===== src/rtl/store_buffer_lsu.sv =====
// Load/store unit in front of a 256x16 data RAM: stores queue in an in-order
// buffer that drains through the write port, loads forward from the youngest match.
module store_buffer_lsu #(
   parameter int DEPTH = 4
) (
   input  logic        clk,
   input  logic        reset,
   input  logic        req_valid,
   input  logic        req_we,
   input  logic [15:0] req_addr,
   input  logic [15:0] req_wdata,
   output logic        req_ready,
   output logic        rsp_valid,
   output logic [15:0] rsp_data,
   output logic        sb_empty,
   output logic [15:0] mem_access_addr,
   output logic [15:0] mem_write_data,
   output logic        mem_write_en,
   output logic        mem_read,
   input  logic [15:0] mem_read_data
);

   localparam int AW = $clog2(DEPTH);
   localparam logic [AW:0] FULL_COUNT = (AW+1)'(DEPTH);

   logic [7:0]  r_widx [DEPTH];
   logic [15:0] r_addr [DEPTH];
   logic [15:0] r_data [DEPTH];
   logic [AW:0] r_wptr;
   logic [AW:0] r_rptr;
   logic        r_rspValid;
   logic [15:0] r_rspData;

   logic [AW:0]   w_count;
   logic          w_full;
   logic          w_empty;
   logic          w_accept;
   logic          w_load;
   logic          w_store;
   logic          w_drain;
   logic [AW-1:0] w_head;
   logic [AW-1:0] w_tail;
   logic          w_fwdHit;
   logic [15:0]   w_fwdData;
   logic [15:0]   w_loadData;

   // Pointers carry one extra bit so their difference distinguishes full from empty.
   assign w_count  = r_wptr - r_rptr;
   assign w_full   = (w_count == FULL_COUNT);
   assign w_empty  = (w_count == '0);
   assign w_head   = r_rptr[AW-1:0];
   assign w_tail   = r_wptr[AW-1:0];

   assign req_ready = !reset && !w_full;
   assign w_accept  = req_valid && req_ready;
   assign w_load    = w_accept && !req_we;
   assign w_store   = w_accept && req_we;
   // A load owns the RAM port; buffered stores are never written while reset is high.
   assign w_drain   = !reset && !w_load && !w_empty;

   assign sb_empty  = w_empty;
   assign rsp_valid = r_rspValid;
   assign rsp_data  = r_rspData;

   // Walk oldest to youngest so the last match, the youngest store, wins.
   always_comb begin
      w_fwdHit  = 1'b0;
      w_fwdData = '0;
      for (int k = 0; k < DEPTH; k++) begin
         if (((AW+1)'(k) < w_count) &&
             (r_widx[w_head + AW'(k)] == req_addr[8:1])) begin
            w_fwdHit  = 1'b1;
            w_fwdData = r_data[w_head + AW'(k)];
         end
      end
   end

   assign w_loadData = w_fwdHit ? w_fwdData : mem_read_data;

   always_comb begin
      mem_read        = w_load;
      mem_write_en    = w_drain;
      mem_access_addr = '0;
      mem_write_data  = '0;
      if (w_load) begin
         mem_access_addr = req_addr;
      end else if (w_drain) begin
         mem_access_addr = r_addr[w_head];
         mem_write_data  = r_data[w_head];
      end
   end

   // Entry storage needs no reset; the pointers decide which slots are live.
   always_ff @(posedge clk) begin
      if (w_store) begin
         r_widx[w_tail] <= req_addr[8:1];
         r_addr[w_tail] <= req_addr;
         r_data[w_tail] <= req_wdata;
      end
   end

   always_ff @(posedge clk) begin
      if (reset) begin
         r_wptr     <= '0;
         r_rptr     <= '0;
         r_rspValid <= 1'b0;
         r_rspData  <= '0;
      end else begin
         if (w_store) begin
            r_wptr <= r_wptr + 1'b1;
         end
         if (w_drain) begin
            r_rptr <= r_rptr + 1'b1;
         end
         r_rspValid <= w_load;
         if (w_load) begin
            r_rspData <= w_loadData;
         end
      end
   end

endmodule


===== config.mk =====
export PLATFORM = sky130hd
export DESIGN_NAME = store_buffer_lsu
export DESIGN_NICKNAME = d
export VERILOG_FILES = /design/src/rtl/store_buffer_lsu.sv
export SDC_FILE = /design/constraint.sdc
export NUM_CORES = 1
export LEC_CHECK = 0
export BUFFER_PORTS_ARGS = -buffer_cell sky130_fd_sc_hd__buf_2
export CORE_ASPECT_RATIO = 0.7
export CORE_MARGIN = 8
export CORE_UTILIZATION = 30
export DETAILED_ROUTE_END_ITERATION = 8
export GPL_TIMING_DRIVEN = 0
export SKIP_CTS_REPAIR_TIMING = 1
export SKIP_LAST_GASP = 1
export SLEW_MARGIN = 20
export SYNTH_ARGS = -nofsm -noshare
export SYNTH_HDL_FRONTEND = slang
export SYNTH_SLANG_ARGS = --single-unit

===== constraint.sdc =====
create_clock -name clk -period 6.03 [get_ports clk]
set_input_delay 1.809 -clock clk [delete_from_list [all_inputs] [get_ports clk]]
set_output_delay 1.809 -clock clk [all_outputs]
set_load 0.005 [all_outputs]

* After elaboration in Yosys (flattened, before gate mapping)
Memories as Yosys holds them, arrays and structs flattened. A register that Yosys moved wholly into a read port is not among the register bits.
Cells that the tools add are included.
** Word-level totals
- Word-level logic and storage cells :: 59
- Bits of input ports :: 52
- Flip-flop bits (word level) :: 23
- Memories :: 3
- Bits in writable memories :: 160
- Output and inout port bits :: 53
** Memory list
- r_addr :: depth 4, width 16, read ports 1, clocked after Yosys merged registers in 1, wr ports 1, line 27 : logic [15:0] r_addr [DEPTH];
- r_data :: depth 4, width 16, read ports 4, clocked after Yosys merged registers in 1, wr ports 1, line 28 : logic [15:0] r_data [DEPTH];
- r_widx :: depth 4, width 8, read ports 4, clocked after Yosys merged registers in 1, wr ports 1, line 26 : logic [7:0] r_widx [DEPTH];
** Operators by class
- Muxes and demuxes :: 21
- Reductions and logical operators :: 16
- Magnitude comparators :: 4
- Add/sub/neg operators :: 6
- Eq/ne operators :: 5
** Operators by type and width (number)
- two-way mux 16 bit :: 9
- == test 8 bit :: 4
- two-way mux 2 bit :: 6
- logical AND 1 bit :: 10
- adder 3 x 1 -> 3 bit, second input constant :: 2
- < comparator 1 x 3 -> 1 bit, first input constant :: 2
- < comparator 2 x 3 -> 1 bit, first input constant :: 2
- two-way mux 1 bit :: 6
- zero test 1 bit :: 5
- adder 2 bit, second input constant :: 2
- == test 3 bit, second input constant :: 1
- zero test 3 bit :: 1
- subtractor 3 bit :: 1
- adder 2 x 1 -> 2 bit, second input constant :: 1

* Logic depth before layout (Yosys ltp)
Gate-level depths: netlist of the first run.
- Word-level depth :: 11
- Mapped depth :: 13
- Mapped depth without buffers :: 12

* Least setup slack after synthesis of the first run
OpenSTA, ideal clock, no wires.
- Path kind :: input to output
- Start point :: input port reset
- End point :: output port mem_access_addr[0]
- Cell stages on the path :: 9
- Setup slack :: 860 ps
- Arrival :: 3361 ps
- Required time :: 4221 ps
- Path buffers :: 2
- Cells stage by stage :: clkbuf_1 inv_1 o21a_1 nand2_1 nor2_1 or3_1 inv_1 clkbuf_1 a22o_1
** Between the ends
- Cells in the longest elaborated chain, start to end :: 9
** RTL lines
- start, declared :: line 7 : input logic reset,
- zero test 1 bit * :: line 54 : assign req_ready = !reset && !w_full;
- logical AND 1 bit * :: line 54
- named net req_ready :: line 12 : output logic req_ready,
- logical AND 1 bit * :: line 55 : assign w_accept = req_valid && req_ready;
- logical AND 1 bit * :: line 56 : assign w_load = w_accept && !req_we;
- zero test 1 bit :: line 59 : assign w_drain = !reset && !w_load && !w_empty;
- logical AND 1 bit (2 in a row) :: line 59
- two-way mux 16 bit :: line 87 : end else if (w_drain) begin
- two-way mux 16 bit * :: line 85 : if (w_load) begin
- end, declared :: line 16 : output logic [15:0] mem_access_addr,
Mark *: on every way through the listed nets, which the timed path passes. The rest lies on a longest branch.

* Final worst setup path of the first run
- Start point :: input port reset
- End point :: output port mem_write_data[5]
** Between the ends
- Cells in the longest elaborated chain, start to end :: 9
** RTL lines
- zero test 1 bit * :: line 54, 59
- logical AND 1 bit :: line 54
- logical AND 1 bit :: line 55
- logical AND 1 bit :: line 56
- zero test 1 bit :: line 59
- logical AND 1 bit (2 in a row) :: line 59
- two-way mux 16 bit :: line 87
- two-way mux 16 bit * :: line 85
- end, declared :: line 17 : output logic [15:0] mem_write_data,
Every way passes the cells marked *; elsewhere a longest branch is shown, timed or not.

==> impl_metrics.tcl, run 1 <==
set metrics [dict create \
    yosys.area.top_type "edfxtp_1" \
    detail-route-antenna-nets 0 \
    drive_gt1_share_pct 39.8 \
    cts.path.max_buffers 2 \
    fin_cells 1105 \
    min_period_ns 5.85 \
    avgViaCountPerCell 5.50 \
    hold_viol 0 \
    path_max_fanout 10 \
    ys_warn_count 0 \
    hp-start "rsp_data[14]" \
    synth_ff_type "edfxtp_1" \
    synth.cell_area_sq_um 8860 \
    r2r_end "rsp_data[15]" \
    critical_path_buf_inv_count 5 \
    arrival_ns 4.04 \
    critPathCaptureType "primary output" \
    timing.rr.start "r_wptr[0]" \
    die_area_sq_um 35400 \
    hold_depth 2 \
    hold_path.class "reg -> reg" \
    maxCapViolations 0 \
    total_power_mw 4.47 \
    crit_slowest_cell "or3_1" \
    synth-seq-area-share_pct 49.0 \
    postLayoutCellArea_sq_um 10600 \
    vdd.ir_drop.worst_uv 185 \
    fin_nets 773 \
    h-tree-depth 4 \
    syn2layout_area_growth_pct 19.3 \
    path_class "in -> out" \
    postSynthNetCount 647 \
    drt_pass1_iterations 7 \
    gpl.final_weighted_congestion 0.824 \
    io_buffers 103 \
    relSlewSlack_pct 38.8 \
    die_w_um 221 \
    grt_usage_pct 14.7 \
    synth_most_common_cell "edfxtp_1" \
    placedCellCount 1073 \
    grt_pass1_wl_um 39400 \
    hpwl_um 19100 \
    synth.area.top_cells "edfxtp_1 (43%), mux4_2 (24%), dfxtp_1 (5.6%)" \
    rsz0062_at_grt "no" \
    io_pins 105 \
    wl_per_cell_um 24.1 \
    crit_chain "clkbuf_1 -> inv_1 -> o21a_1 -> nand2_1 -> nor2_1 -> or3_1 -> inv_1 -> clkbuf_2 -> and2_1 -> buf_2" \
    coreArea_sq_um 29000 \
    critPathMaxStageDelay_ns 0.45 \
    ys_seq_elements 153 \
    grt_max_degree 25 \
    syn_inst 588 \
    die_h_um 160 \
    yosys-top-cells-count "edfxtp_1 (128), mux4_2 (94), nor2_1 (27)" \
    finalWirelength_um 26600 \
    status "complete, no violations" \
    finClkSkew_ns 0.0101 \
    cts_tree "built" \
    yosysTopAreaCellShare_pct 43.4 \
    drtIter0Drc 656 \
    timing.final.max_slew_violations 0 \
    fin_crit_sh_pct 97.0 \
    clock_latency_ns 0.44 \
    vias 6074 \
    overflow 0 \
    reg2reg_slack_ns 2.21 \
    startpoint_type "input port" \
    powerDensity_nw_per_um2 423 \
    cpLargestDelayFamily "buffers and inverters" \
    reg2reg_depth 12 \
    synth.distinct_cells 46 \
    rows 52 \
    synth-edff-count 128 \
    cts.clk_slew.worst_paths_ns 0.07 \
    setup_viol 0 \
    cts_buffers 17 \
    worst_slew_pin_slew_ns 0.918 \
    diodes 0 \
    hold_path_end "rsp_data[14]" \
    max_freq_mhz 171 \
    power.leakage_nw 3.52 \
    drc 0 \
    cts_num_sinks 153 \
    placed_cell_area_sq_um 9940 \
    grt_pass1_vias 6092 \
    async_reset_ff_share_pct 0 \
    postSynthAreaPerCell_sq_um 15.1 \
    crit_required_ns 4.22 \
    start_util_pct 30.6 \
    root_buffer "clkbuf_16" \
    crit_top_cell "inv_1" \
    antenna_found_initial 3 \
]
[routing by layer]
metal	global-route usage (%)	up-vias	share of wire, %
li1	-	2664	-
met1	20.7	3070	45
met2	22.0	296	45
met3	4.46	36	8.5
met4	3.43	8	1.5
met5	0.979	-	0.35
[tightest hold or removal path: stages, from the launching register on]
cell     delay [ns]
dfxtp_1        0.32
a32oi_1        0.06
o31ai_1        0.06
[layout by cell type, fill, tap and decap left out, types with 3 or more instances in the layout]
cell type,instances
nand4_1,3
edfxtp_1,128
or3_1,3
buf_1,6
clkbuf_1,19
and2_1,16
buf_6,5
mux2i_1,21
a32oi_1,15
xnor2_1,25
ha_1,6
a41oi_1,15
a22o_1,12
inv_1,5
buf_12,3
mux4_2,94
mux2_2,4
nand3_1,19
and3_1,18
dfxtp_1,25
nand2_1,25
and2_2,4
clkbuf_16,17
a21oi_1,5
xor2_1,19
inv_8,6
buf_4,3
nor3_1,3
o21ai_0,5
o31ai_1,6
o31ai_2,9
buf_2,123
clkbuf_2,4
nor2_1,27
[area by class of cell]
cell class	instances	area, sq um
Clock buffer	17	425
Multi-Input combinational cell	373	4220
Buffer	57	293
Timing Repair Buffer	107	603
Fill cell	2763	18400
Sequential cell	153	4340
Clock inverter	15	201
Tap cell	378	473
Inverter	5	18.8
[power by group]
| part | internal (mW) | total (mW) | switching (mW) |
|---|---|---|---|
| registers | 1.20 | 1.23 | 0.0293 |
| logic | 0.993 | 2.10 | 1.11 |
| clock network | 0.636 | 1.14 | 0.507 |
[kinds of logic (layout without fill, tap and decap cells)]
group	count (synthesis)	after routing	share of synthesized area (%)
DFF	153	153	49.0
adders and majority gates	7	7	1.07
xor gates and xnor gates	45	45	4.60
buffers and inverters	62	201	3.46
muxes	119	119	26.8
AOI/OAI and AO/OA	76	76	7.31
and+or+nand+nor	126	126	7.77
[registers in the layout, summed over array words and instances (netlist names), named ones only]
| signal | flops |
|---|---|
| rsp_valid | 1 |
| r_addr | 64 |
| rsp_data | 16 |
| r_wptr | 3 |
| r_rptr | 3 |
| r_data | 64 |
[worst max-delay path by stage]
| stage | cells after the start | from | endpoint | slack [ns] |
|---|---|---|---|---|
| 6_report | 10 | reset | mem_write_data[5] | 0.18 |
| 5_1_grt | 10 | reset | mem_write_data[5] | 0.006 |
| 4_1_cts | 10 | reset | mem_access_addr[15] | -0.10 |
| 3_5_place_dp | 10 | reset | mem_access_addr[6] | -0.06 |
| 3_3_place_gp | 10 | reset | mem_access_addr[15] | -0.05 |
| 2_1_floorplan | 9 | reset | mem_access_addr[0] | 0.86 |
[per-stage QoR]
step / setup WS, ns / hold slack [ns] / util [%] / setup TNS (ns)
final: 0.179 / 0.467 / 36.5 / 0
after global routing: 0.00623 / 0.512 / 36.5 / 0
after CTS: -0.104 / 0.468 / 36.5 / -1.23
after detailed placement: -0.0557 / 0.451 / 34.3 / -0.319
after global placement: -0.0532 / 0.454 / 34.0 / -0.313
after floorplan: 0.860 / 0.460 / - / 0
No activity file was read; power rests on OpenSTA's default activity.
==> run 2, diff against run 1 <==
clock period = 7.48 ns   (was 6.03 ns; I/O delays follow)
==> impl_metrics.tcl, run 2 (same netlist as run 1, synthesis figures left out) <==
set metrics [dict create \
    status "complete, no violations" \
    critPathMaxStageDelay_ns 0.54 \
    syn2layout_area_growth_pct 19.3 \
    hold_path.class "reg -> reg" \
    gpl.final_weighted_congestion 0.824 \
    crit_required_ns 5.24 \
    setup_slack_ns 0.532 \
    drc 0 \
    die_w_um 221 \
    cts_buffers 17 \
    grt_pass1_vias 6092 \
    die_area_sq_um 35400 \
    hold_depth 2 \
    detail-route-antenna-nets 0 \
    fin_tns_setup_ns 0 \
    path_class "in -> out" \
    drive_gt1_share_pct 39.3 \
    total_power_mw 3.60 \
    finalWirelength_um 26500 \
    hold_path_end "rsp_data[14]" \
    drtIter0Drc 681 \
    maxCapViolations 0 \
    grt_max_degree 25 \
    path_max_fanout 10 \
    reg2reg_depth 12 \
    die_h_um 160 \
    grt_usage_pct 14.7 \
    antenna_found_initial 3 \
    postLayoutCellArea_sq_um 10600 \
    avgViaCountPerCell 5.50 \
    holdWs_ns 0.467 \
    worst_slew_pin_slew_ns 0.895 \
    vias 6074 \
    fin_nets 773 \
    hp-start "rsp_data[14]" \
    overflow 0 \
    placedCellCount 1073 \
    min_period_ns 6.95 \
    utilization_pct 36.5 \
    relSlewSlack_pct 40.3 \
    drt_pass1_iterations 7 \
    rows 52 \
    fin_cells 1105 \
    arrival_ns 4.70 \
    rsz0062_at_grt "no" \
    placed_cell_area_sq_um 9940 \
    grt_pass1_wl_um 39400 \
    vdd.ir_drop.worst_uv 148 \
    cts.clk_slew.worst_paths_ns 0.07 \
    crit_slowest_cell "clkbuf_1" \
    h-tree-depth 4 \
    layout_commonest_cell "edfxtp_1" \
    pre_cts_slack_ns 0.524 \
    diodes 0 \
    fill_cells 2764 \
    power.leakage_nw 3.51 \
    root_buffer "clkbuf_16" \
    timing.rr.start "r_wptr[0]" \
    final_cell_mix "edfxtp_1 (128), buf_2 (123), mux4_2 (94)" \
    cts.path.max_buffers 2 \
    fin_crit_sh_pct 92.9 \
    start_util_pct 30.6 \
    hpwl_um 19100 \
    cts_num_sinks 153 \
    crit_chain "clkbuf_1 -> inv_1 -> o21a_1 -> nand2_1 -> nor2_1 -> or3_1 -> inv_1 -> clkbuf_1 -> a22o_1 -> buf_2" \
    r2r_end "rsp_data[15]" \
    wl_per_cell_um 24.0 \
    io_buffers 103 \
    powerDensity_nw_per_um2 340 \
    setup_viol 0 \
    timing.final.max_slew_violations 0 \
    cts_tree "built" \
    startpoint_type "input port" \
    critPathCaptureType "primary output" \
    io_pins 105 \
    reg2reg_slack_ns 3.68 \
    coreArea_sq_um 29000 \
    hold_viol 0 \
    clock_latency_ns 0.44 \
    finClkSkew_ns 0.0123 \
    max_freq_mhz 144 \
]
run 2: cell counts in the layout (fill, tap and decap cells not counted):
Identical to the previous run, type by type.
run 2: cell type report:
cell class	instances	area (sq um)	area share (%)
Inverter	5	18.8	0.178
Multi-Input combinational cell	373	4220	39.9
Clock inverter	15	201	1.91
Sequential cell	153	4340	41.1
Buffer	57	289	2.73
Clock buffer	17	425	4.02
Tap cell	378	473	4.47
Timing Repair Buffer	107	603	5.70
run 2: worst max-delay path by stage:
| stage | from | end | cells past startpoint |
|---|---|---|---|
| 3_3_place_gp | reset | mem_access_addr[15] | 10 |
| 5_1_grt | reset | mem_write_data[5] | 10 |
| 2_1_floorplan | reset | mem_access_addr[0] | 9 |
| 6_report | reset | mem_access_addr[15] | 10 |
| 3_5_place_dp | reset | mem_access_addr[6] | 10 |
| 4_1_cts | reset | mem_access_addr[15] | 10 |
run 2: critical path: cells and delay by family:
kind,cells,cell delay [ns]
compound gates,2,0.46
buf+inv,5,1.39
simple gates,3,0.60
run 2: per-layer routing:
metal | track usage (%) | wire length [um] | vias to the layer above | share of wire (%)
met5 | 0.979 | 92 | - | 0.35
met4 | 3.43 | 369 | 8 | 1.4
met3 | 4.46 | 2170 | 30 | 8.2
met2 | 22.0 | 11900 | 279 | 45
met1 | 20.7 | 12000 | 3094 | 45
li1 | - | - | 2663 | -
run 2: power breakdown:
group          internal (mW)  switching [mW]  total, mW
combinational          0.798           0.889       1.69
clock                  0.513           0.407      0.921
sequential             0.965          0.0234      0.988
==> run 3, diff against run 2 <==
CORE_UTILIZATION = 50   (was 30)
HOLD_SLACK_MARGIN = 0.05   (was unset)
PLACE_DENSITY = 0.7   (was unset)
==> impl_metrics.tcl, run 3 (same netlist as run 1, synthesis figures left out) <==
set metrics [dict create \
    hold_viol 0 \
    timing.rr.start "r_wptr[0]" \
    max_freq_mhz 145 \
    path_max_fanout 10 \
    fin_nets 773 \
    arrival_ns 4.67 \
    status "complete, no violations" \
    drc 0 \
    rows 40 \
    reg2reg_slack_ns 3.72 \
    fin_crit_sh_pct 92.4 \
    powerDensity_nw_per_um2 343 \
    finClkSkew_ns 0.00893 \
    io_buffers 103 \
    avgViaCountPerCell 6.69 \
    layout_commonest_cell "edfxtp_1" \
    vias 6409 \
    cp-startpoint "reset" \
    critPathCaptureType "primary output" \
    cts.clk_slew.worst_paths_ns 0.07 \
    startpoint_type "input port" \
    reg2reg_depth 12 \
    detail-route-antenna-nets 0 \
    die_h_um 127 \
    relSlewSlack_pct 29.4 \
    rsz0062_at_grt "no" \
    pre_cts_slack_ns 0.596 \
    r2r_end "rsp_data[15]" \
    worst_slew_pin_slew_ns 1.06 \
    drt_pass1_iterations 6 \
    total_power_mw 3.54 \
    hpwl_um 18200 \
    clock_latency_ns 0.44 \
    setup_viol 0 \
    timing.final.max_slew_violations 0 \
    maxCapViolations 0 \
    cts_tree "built" \
    root_buffer "clkbuf_16" \
    diodes 0 \
    wl_per_cell_um 27.1 \
    vdd.ir_drop.worst_uv 175 \
    cts_buffers 17 \
    hold_path.class "reg -> reg" \
    coreArea_sq_um 17300 \
    cts.path.max_buffers 2 \
    fin_tns_setup_ns 0 \
    fill_cells 1335 \
    die_w_um 175 \
    grt_pass1_vias 6474 \
    overflow 0 \
    antenna_found_initial 2 \
    crit_required_ns 5.24 \
    final_cell_mix "edfxtp_1 (128), buf_2 (123), mux4_2 (94)" \
    postLayoutCellArea_sq_um 10300 \
    grt_pass1_wl_um 38900 \
    cts_num_sinks 153 \
    io_pins 105 \
    grt_usage_pct 23.3 \
    gpl.final_weighted_congestion 0.891 \
    start_util_pct 51.3 \
    h-tree-depth 4 \
    drtIter0Drc 826 \
    path_class "in -> out" \
    endpoint "mem_access_addr[0]" \
    grt_max_degree 23 \
    setup_slack_ns 0.570 \
    finalWirelength_um 26000 \
    syn2layout_area_growth_pct 16.3 \
    placed_cell_area_sq_um 9750 \
    die_area_sq_um 22300 \
    min_period_ns 6.91 \
    drive_gt1_share_pct 38.9 \
    power.leakage_nw 3.48 \
]
==> run 3: cell count changes in the layout (fill, tap and decap cells not counted), sizes merged <==
| cell | before | now |
|---|---|---|
| bufinv | 2 | 0 |
| inv | 13 | 15 |
| buf | 141 | 142 |
| clkinvlp | 2 | 1 |
==> run 3: final cells by class <==
cell class	count	area (sq um)	area share, %
flip-flops and latches	153	4340	42.1
multi-input cells	373	4220	40.9
repair buffers	107	596	5.78
clock buffers	18	429	4.16
well taps	231	289	2.80
plain buffers	57	288	2.79
clock inverters	14	128	1.24
inverters	5	18.8	0.182
==> run 3: worst min path at each step <==
stage	startpoint	endpoint	cells after the start	slack [ns]
2_1_floorplan	rsp_data[0]	rsp_data[0]	2	0.46
3_3_place_gp	rsp_data[1]	rsp_data[1]	2	0.45
3_5_place_dp	rsp_data[2]	rsp_data[2]	2	0.45
4_1_cts	rsp_data[2]	rsp_data[2]	2	0.47
5_1_grt	rsp_data[0]	rsp_data[0]	2	0.48
6_report	rsp_data[2]	rsp_data[2]	2	0.46
==> run 3: where the power goes <==
group | internal, mW | leakage (nW) | switching [mW]
combinational | 0.799 | 1.84 | 0.911
clock | 0.440 | 0.275 | 0.394
sequential | 0.965 | 1.36 | 0.0259
total | 2.20 | 3.48 | 1.33
==> run 3: per-stage QoR <==
| step | util (%) | cells | hold slack [ns] |
|---|---|---|---|
| floorplan | - | 588 | 0.460 |
| global placement | 56.0 | 922 | 0.447 |
| detailed placement | 56.5 | 926 | 0.448 |
| CTS | 59.7 | 958 | 0.466 |
| global route | 59.7 | 958 | 0.477 |
| finish | 59.7 | 958 | 0.461 |
==> run 3: critical path, stage by stage <==
cell and delay, ns:
clkbuf_1 0.29, inv_1 0.15, o21a_1 0.19, nand2_1 0.11, nor2_1 0.06, or3_1 0.44, inv_1 0.23, clkbuf_1 0.57
a22o_1 0.25, buf_2 0.12
==> run 3: per-layer routing <==
metal | up-vias | GRT usage, % | part of all wire (%) | wire [um]
met5 | - | 0 | 0.089 | 23
met2 | 447 | 33.8 | 44 | 11500
li1 | 2658 | - | - | -
met4 | 4 | 7.21 | 2.3 | 593
met1 | 3229 | 32.5 | 41 | 10700
met3 | 71 | 7.92 | 12 | 3120
